--- src/rtl/trans_sid_alloc_ipa.sv ---
// DMA transaction-ID allocator: round-robin core grant, lowest-free-ID pick, release/drain recycling.
// Optional owner check on release enabled by defining TRANS_SID_OWNER_CHECK_EN.
`timescale 1ns/1ps
module trans_sid_alloc_ipa #(
  parameter int NB_CORES        = 4,
  parameter int NB_TRANSFERS    = 4,
  parameter int TRANS_SID_WIDTH = 2
) (
  input  logic                                clk_i,
  input  logic                                rst_ni,
  input  logic [NB_CORES-1:0]                 alloc_req_i,
  output logic [NB_CORES-1:0]                 alloc_gnt_o,
  output logic [TRANS_SID_WIDTH-1:0]          alloc_sid_o,
  input  logic [NB_CORES-1:0]                 free_req_i,
  input  logic [NB_CORES*TRANS_SID_WIDTH-1:0] free_sid_i,
  input  logic [NB_TRANSFERS-1:0]             trans_status_i,
  output logic [NB_TRANSFERS-1:0]             sid_busy_o,
  output logic [TRANS_SID_WIDTH:0]            nb_free_o,
  output logic                                full_o,
  output logic                                err_o
);

  localparam int CW = (NB_CORES > 1) ? $clog2(NB_CORES) : 1;

  typedef enum logic [1:0] {S_FREE = 2'd0, S_ALLOC = 2'd1, S_DRAIN = 2'd2} sid_state_e;

  sid_state_e                 st_q [NB_TRANSFERS];
  sid_state_e                 st_d [NB_TRANSFERS];
  logic [CW-1:0]              rr_q, rr_d, winner;
  logic                       found, any_free, rel_ok;
  logic [TRANS_SID_WIDTH-1:0] low_free, rel;
  logic [NB_TRANSFERS-1:0]    busy_d;
  logic [TRANS_SID_WIDTH:0]   nb_d;
`ifdef TRANS_SID_OWNER_CHECK_EN
  logic [CW-1:0]              owner_q [NB_TRANSFERS];
  logic                       err_d, err_q;
`endif

  // Grant selection works purely on pre-edge state.
  always_comb begin
    any_free = 1'b0;
    low_free = '0;
    for (int k = NB_TRANSFERS-1; k >= 0; k--) begin
      if (st_q[k] == S_FREE) begin
        any_free = 1'b1;
        low_free = TRANS_SID_WIDTH'(k);
      end
    end
    found  = 1'b0;
    winner = '0;
    for (int i = 0; i < NB_CORES; i++) begin
      if (!found && alloc_req_i[(int'(rr_q) + i) % NB_CORES]) begin
        found  = 1'b1;
        winner = CW'((int'(rr_q) + i) % NB_CORES);
      end
    end
    alloc_gnt_o = '0;
    alloc_sid_o = '0;
    rr_d        = rr_q;
    if (found && any_free && rst_ni) begin
      alloc_gnt_o[winner] = 1'b1;
      alloc_sid_o         = low_free;
      rr_d = (int'(winner) == NB_CORES-1) ? '0 : winner + CW'(1);
    end
  end

  always_comb begin
    st_d   = st_q;
    rel    = '0;
    rel_ok = 1'b0;
`ifdef TRANS_SID_OWNER_CHECK_EN
    err_d  = 1'b0;
`endif
    for (int k = 0; k < NB_TRANSFERS; k++) begin
      if (st_q[k] == S_DRAIN && !trans_status_i[k]) st_d[k] = S_FREE;
    end
    for (int c = 0; c < NB_CORES; c++) begin
      if (free_req_i[c]) begin
        rel    = free_sid_i[c*TRANS_SID_WIDTH +: TRANS_SID_WIDTH];
        rel_ok = (st_q[rel] == S_ALLOC);
`ifdef TRANS_SID_OWNER_CHECK_EN
        rel_ok = rel_ok && (owner_q[rel] == CW'(c));
        if (!rel_ok) err_d = 1'b1;
`endif
        if (rel_ok) st_d[rel] = trans_status_i[rel] ? S_DRAIN : S_FREE;
      end
    end
    if (alloc_gnt_o != '0) st_d[low_free] = S_ALLOC;
    busy_d = '0;
    nb_d   = '0;
    for (int k = 0; k < NB_TRANSFERS; k++) begin
      if (st_d[k] == S_FREE) nb_d = nb_d + (TRANS_SID_WIDTH+1)'(1);
      else                   busy_d[k] = 1'b1;
    end
  end

  always_ff @(posedge clk_i or negedge rst_ni) begin
    if (!rst_ni) begin
      for (int k = 0; k < NB_TRANSFERS; k++) st_q[k] <= S_FREE;
      rr_q       <= '0;
      sid_busy_o <= '0;
      nb_free_o  <= (TRANS_SID_WIDTH+1)'(NB_TRANSFERS);
    end else begin
      st_q       <= st_d;
      rr_q       <= rr_d;
      sid_busy_o <= busy_d;
      nb_free_o  <= nb_d;
    end
  end

  assign full_o = (nb_free_o == '0);

`ifdef TRANS_SID_OWNER_CHECK_EN
  always_ff @(posedge clk_i or negedge rst_ni) begin
    if (!rst_ni) begin
      for (int k = 0; k < NB_TRANSFERS; k++) owner_q[k] <= '0;
      err_q <= 1'b0;
    end else begin
      if (alloc_gnt_o != '0) owner_q[low_free] <= winner;
      err_q <= err_d;
    end
  end
  assign err_o = err_q;
`else
  assign err_o = 1'b0;
`endif

endmodule
--- config.mk ---
export PLATFORM = sky130hd
export DESIGN_NAME = trans_sid_alloc_ipa
export DESIGN_NICKNAME = d
export VERILOG_FILES = /design/src/rtl/trans_sid_alloc_ipa.sv
export SDC_FILE = /design/constraint.sdc
export NUM_CORES = 1
export LEC_CHECK = 0
export CAP_MARGIN = 20
export CORE_MARGIN = 2
export CORE_UTILIZATION = 50
export DETAILED_ROUTE_END_ITERATION = 8
export PLACE_DENSITY = 0.9
export SLEW_MARGIN = 25
export SYNTH_ARGS = -nofsm -noshare
export SYNTH_HDL_FRONTEND = slang
export SYNTH_SLANG_ARGS = --single-unit
--- constraint.sdc ---
create_clock -name clk_i -period 3.8 [get_ports clk_i]
set_clock_uncertainty 0.15 [all_clocks]
set_input_delay 0.95 -clock clk_i [delete_from_list [all_inputs] [get_ports clk_i]]
set_output_delay 0.95 -clock clk_i [all_outputs]
set_load 0.02 [all_outputs]
==> out/metrics.cfg, run 1 <==
[routing]
drc=0
finalWirelength_mm=3.98
post_drt_wl_per_cell_um=15.5
drtPass1Iterations=4
vias_per_cell=5.88
drt_iter0_markers=65
ant_nets=0
vias=1511

[grt]
use_met3_pct=3.57
first_global_vias=1472
grtUsageTotal_pct=25.6
antenna_found_initial=0
grt_max_degree=18
grt_pass1_wl_mm=6.58
use_met1_pct=32.2
grt_busiest_layer=met2
gr-total-overflow=0
use_met2_pct=46.1

[floorplanning]
dieArea_um2=3360
io-pin-count=37
die_y_um=58.0
initial_core_util_pct=52.9
core-area_um2=2760
die_x_um=58.0
std_cell_rows=19

[pwr]
p_seq_share_pct=25.1
power.leakage_nw=0.948
ir_drop_uv=943
comb_power_share_pct=68.6
p_sw_mw=0.663
clkPwrFrac_pct=6.3
p_int_mw=0.845
pwr_density_cell_nw_per_um2=727
p_sw_share_pct=44.0

[place]
port_buffers=35
post-place-cells=253
hpwl_mm=3.31
dpl_worst_slack_ns=-0.269
placed_cell_area_um2=2050
gp_congestion=0.858

[clocking]
clkLatencyLatePin_ns=0.29
clock_sinks=17
cts_buffers=3
cts_tree=yes
clk_pin_slew_ns=0.10
cts_buffer_depth=2
cts_root_buf=clkbuf_4
htreeDepth=1

[worst_setup_path]
critPathLaunchType=input pin
crit_required_ns=2.70
critical_path_class=input pin to output port
worstPathArrival_ns=2.62
end_kind=output port
crit_chain=clkdlybuf4s50_1 -> inv_1 -> nor2_2 -> a21oi_1 -> o22ai_1 -> a21oi_2 -> buf_4 -> ha_1 -> and2_1 -> clkdlybuf4s15_1
cpMaxStageDelayCell=clkdlybuf4s50_1
reg2reg_depth=9
path_max_fanout=3
critical-path-max-stage-delay_ns=0.47

[finish]
nets=255
area_delta_synth_final_pct=42.2
fin_util_pct=75.2
fin_area_um2=2070
instances_no_fill=257
final_layout_size_suffix_gt1_share_pct=24.8
antenna_cells=0

[sta]
hold_viol=0
final-setup-viol-count=0
finalCritPeriodShare_pct=98.0
min_period_ns=3.72
setup_ws_ns=0.0770
fin_tns_setup_ns=0
slew_viol_final=0
max_freq_mhz=269

[status]
status=complete, no violations

[synthesis]
yosysTopAreaCellShare_pct=27.5
synth-edff-count=0
ys_ff_latch=17
netlist_instances=160
synth_async_sr_flop_share_pct=100
yosysSeqAreaShare_pct=29.3
yosysWarnings=0
synth-main-ff-cell=dfrtp_1
synth.distinct_cells=63
yosysMostFrequentCell=dfrtp_1
synth_top_cell_by_area=dfrtp_1
syn_area_um2=1460
synth_nets=188
syn_avg_cell_area_um2=9.11
yosys-top-cells-area=dfrtp_1 27%, ha_1 5.2%, mux4_2 3.1%
synth_common_cells=16 x dfrtp_1, 12 x nor2_1, 11 x inv_1, 10 x nand2_1

[worst_hold_path]
min_path_type=register to register
min_path_cells=1

[job]
maxCapViolCount=0

logic make-up after synthesis:
logic type / synth area share, %
simple gates: 30.0
buf+inv: 3.86
mux: 6.61
compound gates: 22.5
fa+ha+maj: 5.15
flops: 29.3
xor+xnor: 2.32
other cells: 0.257
sequential cells by signal, summed over array words and instances (netlist names):
signal and count:
sid_busy_o 4, st_q 8, rr_q 2, nb_free_o 3
cells in the final DEF (no fill, tap or decap), drive strengths merged, types with 2 or more instances in the layout:
master	Yosys	final
o21ai	4	4
nor2b	3	3
inv	12	12
nand2b	4	4
and3b	2	2
nor3	7	7
dfrtp	16	16
and4b	2	2
xor2	2	2
nor4	2	2
and3	3	3
a41o	2	2
and2	5	5
buf	1	29
nand3	4	4
a21o	3	3
or3	2	2
o22ai	6	6
nor2	12	12
nand3b	3	3
o41ai	2	2
a31oi	2	2
clkbuf	1	6
dlygate4sd2	0	2
o31ai	3	3
or2	3	3
nor3b	2	2
clkdlybuf4s15	0	2
nand2	10	10
a21oi	5	5
mux4	2	2
mux2i	4	4
clkdlybuf4s50	0	29
ha	6	6
or3b	2	2
what timing repair did:
action                     CTS  global route
hold endpoints to repair     0             0
resized for setup            7             7
setup endpoints to repair    6             4
setup buffers                0             0
hold buffers                 0             0
metrics by stage:
stage | total power [mW] | hold WS [ns]
5_1_grt | 1.62 | 0.529
3_3_place_gp | 1.36 | 0.428
3_5_place_dp | 1.42 | 0.445
4_1_cts | 1.51 | 0.469
6_report | 1.51 | 0.497
2_1_floorplan | 0.993 | 0.390
final cells by class:
class                           instances  area [µm²]
Inverter                               12        45.0
Timing Repair Buffer                   64         556
Tap cell                               31        38.8
Fill cell                             204         684
Sequential cell                        17         427
Multi-Input combinational cell        129         981
Clock buffer                            4        26.3
power groups by stage:
stage / combinational (mW) / sequential (mW) / clock [mW]
final: 1.03 / 0.378 / 0.0952
after CTS: 1.04 / 0.374 / 0.0982
after global routing: 1.13 / 0.389 / 0.106
after detailed placement: 1.05 / 0.377 / 0
after global placement: 0.988 / 0.368 / 0
after floorplan: 0.597 / 0.395 / 0
worst max-delay path: cells and delay by family:
kind	cells	cell delay, ns
AND/OR/NAND/NOR	2	0.25
adder cells (fa/ha/maj)	1	0.18
buffers and inverters	4	0.97
AO/OA/AOI/OAI	3	0.28
routing by layer:
metal / part of all wire, % / vias up / routed length (µm)
met3: 6.0 / 5 / 239
met1: 41 / 723 / 1630
met4: 0.83 / 0 / 33
met5: 0 / - / 0
met2: 52 / 47 / 2070
li1: - / 736 / -
final timing paths:
kind                                startpoint              to  slack (ns)
worst min register to register         rr_q[1]         rr_q[1]        0.50
worst max register to register         st_q[7]    nb_free_o[1]        1.03
worst max-delay path            alloc_req_i[0]  alloc_gnt_o[3]        0.08
worst min-delay path                   rr_q[1]         rr_q[1]        0.50
min in group asynchronous               rst_ni         st_q[5]        0.96
max in group asynchronous               rst_ni    nb_free_o[2]        2.28
Power figures use the tool's default switching activity.
==> run 2, diff against run 1 <==
- CTS_CLUSTER_SIZE: default -> 16
==> results of run 2 <==
Same layout as run 1: the final DEF is identical, and so are final timing and power.
==> run 3, diff against run 2 <==
- ABC_CLOCK_PERIOD_IN_PS: default -> 3800
==> results of run 3 <==
Same layout as run 1: the final DEF is identical, and so are final timing and power.
